===== config.mk =====
export PLATFORM = sky130hd
export DESIGN_NAME = key_event_tracker_flat
export DESIGN_NICKNAME = d
export VERILOG_FILES = /design/src/rtl/key_pkg.sv /design/src/rtl/key_event_tracker_if.sv /design/src/rtl/key_event_tracker_fifo.sv /design/src/rtl/key_event_tracker.sv /design/src/flat_wrapper.sv
export SDC_FILE = /design/constraint.sdc
export NUM_CORES = 1
export LEC_CHECK = 0
export ABC_AREA = 0
export BUFFER_PORTS_ARGS = -buffer_cell sky130_fd_sc_hd__buf_2
export CAP_MARGIN = 20
export CELL_PAD_IN_SITES_DETAIL_PLACEMENT = 0
export CELL_PAD_IN_SITES_GLOBAL_PLACEMENT = 1
export CORE_MARGIN = 10
export CORE_UTILIZATION = 45
export DETAILED_ROUTE_END_ITERATION = 10
export GPL_TIMING_DRIVEN = 0
export PLACE_DENSITY_LB_ADDON = 0.1
export SLEW_MARGIN = 20
export SYNTH_ARGS = -nofsm -noshare
export SYNTH_HDL_FRONTEND = slang
export SYNTH_HIERARCHICAL = 1
export SYNTH_SLANG_ARGS = --single-unit
export TNS_END_PERCENT = 100

===== constraint.sdc =====
create_clock -name Clk -period 4.31 [get_ports Clk]
set_input_delay 0.6465 -clock Clk [delete_from_list [all_inputs] [get_ports Clk]]
set_output_delay 0.6465 -clock Clk [all_outputs]
set_load 0.02 [all_outputs]

===== src/rtl/key_pkg.sv =====
// Shared types for the key event tracker: event kinds and scanner FSM states.
package key_pkg;

  typedef enum logic [1:0] {
    PRESS   = 2'd0,
    RELEASE = 2'd1,
    REPEAT  = 2'd2
  } evt_kind_t;

  typedef enum logic [1:0] {
    IDLE,
    SCAN_REL,
    SCAN_PRS,
    COMMIT
  } scan_state_t;

endpackage


===== src/rtl/key_event_tracker_if.sv =====
// Event stream handshake between the tracker (master) and its consumer (slave).
interface key_evt_if #(
  parameter int KW = 8
);
  import key_pkg::*;

  logic            evt_valid;
  logic            evt_ready;
  logic [KW-1:0]   evt_code;
  evt_kind_t       evt_kind;

  modport master (output evt_valid, evt_code, evt_kind, input evt_ready);
  modport slave  (input evt_valid, evt_code, evt_kind, output evt_ready);
endinterface


===== src/rtl/key_event_tracker_fifo.sv =====
// Generic event FIFO; push visible at head next cycle; push when full is refused unless a pop coincides.
// Head output holds the last popped value while empty.
module evt_fifo #(
  parameter int W     = 10,
  parameter int DEPTH = 8
) (
  input  logic         Clk,
  input  logic         Reset_n,
  input  logic         push,
  input  logic [W-1:0] push_dat,
  output logic         full,
  input  logic         pop,
  output logic         empty,
  output logic [W-1:0] head_dat
);
  localparam int AW = $clog2(DEPTH);
  localparam logic [DEPTH-1:0] FULL_CNT = DEPTH[DEPTH-1:0];

  logic [W-1:0]     mem [DEPTH];
  logic [AW-1:0]    wr_ptr, rd_ptr;
  logic [DEPTH-1:0] count;
  logic [W-1:0]     last_q;
  logic             do_push, do_pop;

  assign empty   = (count == '0);
  assign full    = (count == FULL_CNT);
  assign do_pop  = pop && !empty;
  assign do_push = push && (!full || do_pop);
  assign head_dat = empty ? last_q : mem[rd_ptr];

  always_ff @(posedge Clk or negedge Reset_n) begin
    if (!Reset_n) begin
      wr_ptr <= '0;
      rd_ptr <= '0;
      count  <= '0;
      last_q <= '0;
    end else begin
      if (do_push) wr_ptr <= wr_ptr + AW'(1);
      if (do_pop)  rd_ptr <= rd_ptr + AW'(1);
      if (do_push && !do_pop)      count <= count + DEPTH'(1);
      else if (do_pop && !do_push) count <= count - DEPTH'(1);
      // Shadow the head so the outputs freeze on the last value once drained
      if (!empty) last_q <= mem[rd_ptr];
    end
  end

  always_ff @(posedge Clk) begin
    if (do_push) mem[wr_ptr] <= push_dat;
  end
endmodule


===== src/rtl/key_event_tracker.sv =====
// Tracks N_KEYS keycodes, emits PRESS/RELEASE/REPEAT events into a FIFO; scan takes 2*N_KEYS+2 cycles.
// Events refused by a full FIFO are dropped and flagged on the sticky overflow output.
module key_event_tracker
  import key_pkg::*;
#(
  parameter int KW           = 8,
  parameter int N_KEYS       = 4,
  parameter int REPEAT_DELAY = 30,
  parameter int REPEAT_RATE  = 5,
  parameter int FIFO_DEPTH   = 8
) (
  input  logic                 Clk,
  input  logic                 Reset_n,
  input  logic                 tick,
  input  logic                 hold,
  input  logic [N_KEYS*KW-1:0] keycodes,
  input  logic                 ovf_clr,
  output logic                 overflow,
  output logic                 busy,
  key_evt_if.master            evt
);
  localparam int IW = (N_KEYS > 1) ? $clog2(N_KEYS) : 1;
  localparam int CMAX = (REPEAT_DELAY > REPEAT_RATE) ? REPEAT_DELAY : REPEAT_RATE;
  localparam int CW = $clog2(CMAX + 1);

  typedef logic [N_KEYS-1:0][KW-1:0] slots_t;

  slots_t       in_q, prev, snap;
  scan_state_t  state_q, state_d;
  logic [IW-1:0] idx;
  logic         last_slot, scan_start, rel_hit, prs_hit;
  logic         push, full, empty, pop, drop;
  logic [KW-1:0] push_code;
  evt_kind_t    push_kind;
  logic [KW+1:0] head_dat;
  logic         rep_act, rep_pend;
  logic [KW-1:0] rep_code;
  logic [CW-1:0] rep_cnt;

  assign last_slot  = (idx == IW'(N_KEYS - 1));
  assign scan_start = (state_q == IDLE) && (in_q != prev);

  // Slot i qualifies if nonzero, absent from the other report, and first of its value in its own report
  always_comb begin
    rel_hit = (prev[idx] != '0);
    prs_hit = (snap[idx] != '0);
    for (int j = 0; j < N_KEYS; j++) begin
      if (snap[j] == prev[idx]) rel_hit = 1'b0;
      if (prev[j] == snap[idx]) prs_hit = 1'b0;
      if (j < int'(idx)) begin
        if (prev[j] == prev[idx]) rel_hit = 1'b0;
        if (snap[j] == snap[idx]) prs_hit = 1'b0;
      end
    end
  end

  always_ff @(posedge Clk or negedge Reset_n) begin
    if (!Reset_n) state_q <= IDLE;
    else          state_q <= state_d;
  end

  always_comb begin
    state_d = state_q;
    case (state_q)
      IDLE:     if (scan_start) state_d = SCAN_REL;
      SCAN_REL: if (last_slot)  state_d = SCAN_PRS;
      SCAN_PRS: if (last_slot)  state_d = COMMIT;
      COMMIT:   state_d = IDLE;
      default:  state_d = IDLE;
    endcase
  end

  always_comb begin
    push      = 1'b0;
    push_code = rep_code;
    push_kind = REPEAT;
    busy      = (state_q != IDLE) || scan_start;
    case (state_q)
      SCAN_REL: if (rel_hit) begin
        push = 1'b1; push_code = prev[idx]; push_kind = RELEASE;
      end
      SCAN_PRS: if (prs_hit) begin
        push = 1'b1; push_code = snap[idx]; push_kind = PRESS;
      end
      IDLE:     push = rep_pend && hold && !scan_start;
      default:  push = 1'b0;
    endcase
  end

  always_ff @(posedge Clk or negedge Reset_n) begin
    if (!Reset_n) begin
      in_q <= '0;
      prev <= '0;
      snap <= '0;
      idx  <= '0;
    end else begin
      in_q <= keycodes;
      case (state_q)
        IDLE: if (scan_start) begin
          snap <= in_q;
          idx  <= '0;
        end
        SCAN_REL, SCAN_PRS: idx <= last_slot ? '0 : idx + IW'(1);
        COMMIT: prev <= snap;
        default: ;
      endcase
    end
  end

  // A new PRESS re-arms the channel and discards any expiry still pending for the old key
  always_ff @(posedge Clk or negedge Reset_n) begin
    if (!Reset_n) begin
      rep_act  <= 1'b0;
      rep_pend <= 1'b0;
      rep_code <= '0;
      rep_cnt  <= '0;
    end else if (push && push_kind == PRESS) begin
      rep_act  <= 1'b1;
      rep_pend <= 1'b0;
      rep_code <= push_code;
      rep_cnt  <= CW'(REPEAT_DELAY);
    end else if (push && push_kind == RELEASE && rep_act && push_code == rep_code) begin
      rep_act  <= 1'b0;
      rep_pend <= 1'b0;
    end else if (rep_act) begin
      if (!hold) begin
        rep_pend <= 1'b0;
      end else begin
        if (push) rep_pend <= 1'b0;
        if (tick) begin
          if (rep_cnt <= CW'(1)) begin
            rep_pend <= 1'b1;
            rep_cnt  <= CW'(REPEAT_RATE);
          end else begin
            rep_cnt <= rep_cnt - CW'(1);
          end
        end
      end
    end
  end

  assign pop  = evt.evt_valid && evt.evt_ready;
  assign drop = push && full && !pop;

  always_ff @(posedge Clk or negedge Reset_n) begin
    if (!Reset_n)     overflow <= 1'b0;
    else if (drop)    overflow <= 1'b1;
    else if (ovf_clr) overflow <= 1'b0;
  end

  evt_fifo #(.W(KW + 2), .DEPTH(FIFO_DEPTH)) u_fifo (
    .Clk      (Clk),
    .Reset_n  (Reset_n),
    .push     (push),
    .push_dat ({push_code, push_kind}),
    .full     (full),
    .pop      (pop),
    .empty    (empty),
    .head_dat (head_dat)
  );

  assign evt.evt_valid = !empty;
  assign evt.evt_code  = head_dat[KW+1:2];
  assign evt.evt_kind  = evt_kind_t'(head_dat[1:0]);
endmodule


===== src/flat_wrapper.sv =====
// flat-port wrapper written by rule: the top's interface ports become plain ports
module key_event_tracker_flat import key_pkg::*;
#(
  parameter int KW           = 8,
  parameter int N_KEYS       = 4,
  parameter int REPEAT_DELAY = 30,
  parameter int REPEAT_RATE  = 5,
  parameter int FIFO_DEPTH   = 8
)
  (Clk, Reset_n, tick, hold, keycodes, ovf_clr, overflow, busy, evt_evt_valid, evt_evt_code, evt_evt_kind, evt_evt_ready);
  key_evt_if #(.KW(KW)) evt_i ();
  input  logic Clk;
  input  logic Reset_n;
  input  logic tick;
  input  logic hold;
  input  logic [N_KEYS*KW-1:0] keycodes;
  input  logic ovf_clr;
  output logic overflow;
  output logic busy;
  output wire logic [$bits(evt_i.evt_valid)-1:0] evt_evt_valid;
  output wire logic [$bits(evt_i.evt_code)-1:0] evt_evt_code;
  output wire logic [$bits(evt_i.evt_kind)-1:0] evt_evt_kind;
  input wire logic [$bits(evt_i.evt_ready)-1:0] evt_evt_ready;
  assign evt_evt_valid = evt_i.evt_valid;
  assign evt_evt_code = evt_i.evt_code;
  assign evt_evt_kind = evt_i.evt_kind;
  assign evt_i.evt_ready = evt_evt_ready;
  key_event_tracker #(.KW(KW), .N_KEYS(N_KEYS), .REPEAT_DELAY(REPEAT_DELAY), .REPEAT_RATE(REPEAT_RATE), .FIFO_DEPTH(FIFO_DEPTH)) u_core (.Clk(Clk), .Reset_n(Reset_n), .tick(tick), .hold(hold), .keycodes(keycodes), .ovf_clr(ovf_clr), .overflow(overflow), .busy(busy), .evt(evt_i));
endmodule

==> results.md <==
- Htree depth: 1
- Hold Worst Slack: 19.6 ps
- Layout Skew: 12.7 ps
- Gr usage total: 19.5%
- Top-area cell type share of the netlist area: between 20 and 30%
- NumNets Final: ~1200
- RSZ-0062 raised after global routing: yes
- Seq/Total Area, Yosys: between 40% and 50%
- Setup crit end kind: flip-flop
- DRT Pass-1 Iters: 5
- Leading area contributor after synthesis: dfrtp_1
- EDFF count, synth: 80
- YS warnings: 6
- IO Pins: 51
- Via/cell ratio: 5.57
- Vias: 8228
- Seq cells post-synth: 220
- PwrDens: 568 nW/µm²
- Setup-failing EPs final: 4
- Crit path DAT: 5010 ps
- Initial core utilization: 45.7%
- Top Family by Delay on Critical Path: compound AO/OA/AOI/OAI gates
- Maxcap violations: 0
- Hold WC Path Type: input port to asynchronous set/reset pin
- Worst slew pin tran: 951 ps
- Proportion of layout cells with a drive suffix above 1: 30.7%
- Critical path type: flip-flop to flip-flop
- Gr ovfl total: 0
- Maximum vdd drop: 0.000320 V
- P&R area growth vs syn: 18.4%
- Number of CTS-inserted buffers: 24
- Synth cell types: between 70 and 80
- Fin crit period: 4560 ps
- CTS max path bufs: 3
- Leak pwr: approximately 5.5 nW
- CP startpoint kind: flip-flop
- CTS Sinks: 220
- Pins Over Slew Limit: 0
- Mapped Cells: 1006
- Worst setup margin: -246 ps
- Width of the die: 186 µm
- Worst-path cell chain: buf_6 -> buf_12 -> buf_4 -> mux4_2 -> xnor2_1 -> nand4_1 -> nor2_2 -> a211oi_4 -> nand4_4 -> or2_4 -> a31o_4 -> inv_2 -> and2_4 -> ha_4 -> clkinv_8 -> ha_4 -> a211oi_4 -> nor2_2 -> a31oi_1 -> mux2_2 -> o2bb2ai_2
- Mean post-synth cell area: 12.3 µm²
- DRT iter0 DRCs: 473
- Place WS: -900 ps
- GP Congestion: 0.900
- Vert. Die Dim: 186 µm
- Row cnt: 60
- WL/cell: 22.7 µm
- HPWL Detailed: around 24 mm
- Mapped Area: 12400 µm²
- CTS tree: yes
- Peak Freq: 219 MHz
- Antenna diodes: 0
- Failing checks: negative setup slack
- CORE AREA: 27000 µm²
- First-pass GRT wire length: 51.4 mm
- Buffers & Inverters on Critical Path: 5
- Final Hold Viols: 0
- DRC Markers: 0
- Largest net degree at the start of global routing: 82
- Post-Syn Nets: 1064
- Largest stage delay, worst path: 610 ps
- Hold buffers post-CTS: 0
- CP max FO: 8
- Critical Path RT: around 4800 ps
- Clock transition at path regs: 60 ps
- Slew HR: 36.6%
- Final worst path period share: 106%
- Initial antenna violation count: 0
- Vias in the first global route: around 8600
- Antenna Nets Post-Route: 0
- Ys flop type: dfrtp_1
- Die ar.: 34500 µm²
- Total Wirelength: 33.5 mm
- Power Total: around 8.3 mW
- Port buffer count: 50
- CTS root buffer: clkbuf_16
- Synth async-reset ratio: 63.6%
- Status: finished, violations left
- Worst-skew pair later-pin latency: roughly 530 ps
- Slowest stage cell, crit path: mux4_2
- Ranking of synthesized cells by area: dfrtp_1 (28%), edfxtp_1 (19%), mux2_2 (7.0%), xor2_1 (6.9%), mux4_2 (6.6%)
[cell usage in the layout (no fill, tap or decap), types with 14 or more instances in the layout]
master     Yosys  final
mux4_2        36     36
o21ai_0       33     25
nor2_1        36     26
mux2i_1       43     43
buf_4          7     42
xor2_1        97     96
inv_1         29     26
dfrtp_1      140    139
buf_2         19     66
mux2_2        77     77
xnor2_1       90     87
clkbuf_1      53     55
ha_1          19     14
edfxtp_1      80     80
nand2_1       40     39
clkbuf_16      0     24
nand4_1       27     27
[through the flow]
step	setup TNS (ps)	instances	cell area (µm²)	utilization, %
6_report	-535	1478	14600	54.2
5_1_grt	-1250	1478	14600	54.2
4_1_cts	-396	1466	14400	53.3
3_5_place_dp	-42660	1401	13100	48.6
3_3_place_gp	-68280	1397	13100	48.3
2_1_floorplan	0	1006	12400	-
[what timing repair did]
item,in CTS,in global routing
setup buffers,27,13
setup endpoints to repair,101,93
pin swaps,24,19
resized for setup,48,28
[final timing paths]
path | from | endpoint | slack, ps | cells past startpoint
setup / recovery | u_core/idx[0] | u_core/u_fifo/count[7] | -250 | 21
hold / removal | Reset_n | u_core/u_fifo/last_q[5] | 20 | 1
setup reg to reg | u_core/idx[0] | u_core/u_fifo/count[7] | -250 | 21
hold reg to reg | u_core/u_fifo/last_q[1] | u_core/u_fifo/last_q[1] | 480 | 2
max in group asynchronous | Reset_n | u_core/idx[1] | 3490 | 2
min in group Clk | keycodes[1] | u_core/in_q[1] | 230 | 1
[metal layers]
metal | wire length, µm | global-route usage (%)
met5 | 0 | 0
met4 | 1070 | 6.55
met3 | 1280 | 2.44
met2 | 17100 | 34.5
met1 | 14000 | 24.0
[synthesized netlist by cell type (14+ instances only)]
library cell and n:
mux2i_1 43, clkbuf_1 53, a21oi_1 14, nor3_1 14, dfrtp_1 140, nand4_1 27
nor4_1 14, xor2_1 97, nor2_1 36, inv_1 29, buf_2 19, xnor2_1 90
edfxtp_1 80, nand2_1 40, mux4_2 36, o21ai_0 33, ha_1 19, mux2_2 77
[area by class of cell]
| class | instances | area, µm² |
|---|---|---|
| clock buffer | 31 | 657 |
| tap | 341 | 427 |
| fill | 2324 | 12400 |
| sequential | 220 | 5910 |
| inverter | 30 | 131 |
| clock inverter | 12 | 206 |
| multi-input combinational | 657 | 6160 |
| timing repair buffer | 94 | 677 |
| buffer | 93 | 477 |
[cell families (layout without fill, tap and decap cells)]
kind of cell / after synthesis / in the layout / synth area share, %
XOR/XNOR: 187 / 187 / 13.2
AND/OR/NAND/NOR: 173 / 173 / 7.65
buffers and inverters: 129 / 260 / 5.00
flip-flops: 220 / 220 / 47.8
adder cells (fa/ha/maj): 20 / 20 / 2.08
multiplexers: 159 / 159 / 17.4
AO/OA/AOI/OAI: 118 / 118 / 6.85
[where the power goes]
group	switching, mW	total (mW)	internal, mW
Sequential	0.278	2.94	2.66
Combinational	1.80	3.16	1.36
Clock	0.831	2.21	1.38
[flip-flops by register name (all words and copies together), names as in the netlist]
register,flops
u_core/u_fifo/last_q,10
u_core/rep_code,8
u_core/u_fifo/wr_ptr,3
u_core/rep_act,1
u_core/prev,32
u_core/rep_pend,1
u_core/snap,32
u_core/idx,2
u_core/u_fifo/rd_ptr,3
u_core/rep_cnt,5
u_core/state_q,2
u_core/in_q,32
u_core/u_fifo/mem,80
u_core/u_fifo/count,8
u_core/overflow,1
Power figures use the tool's default switching activity.
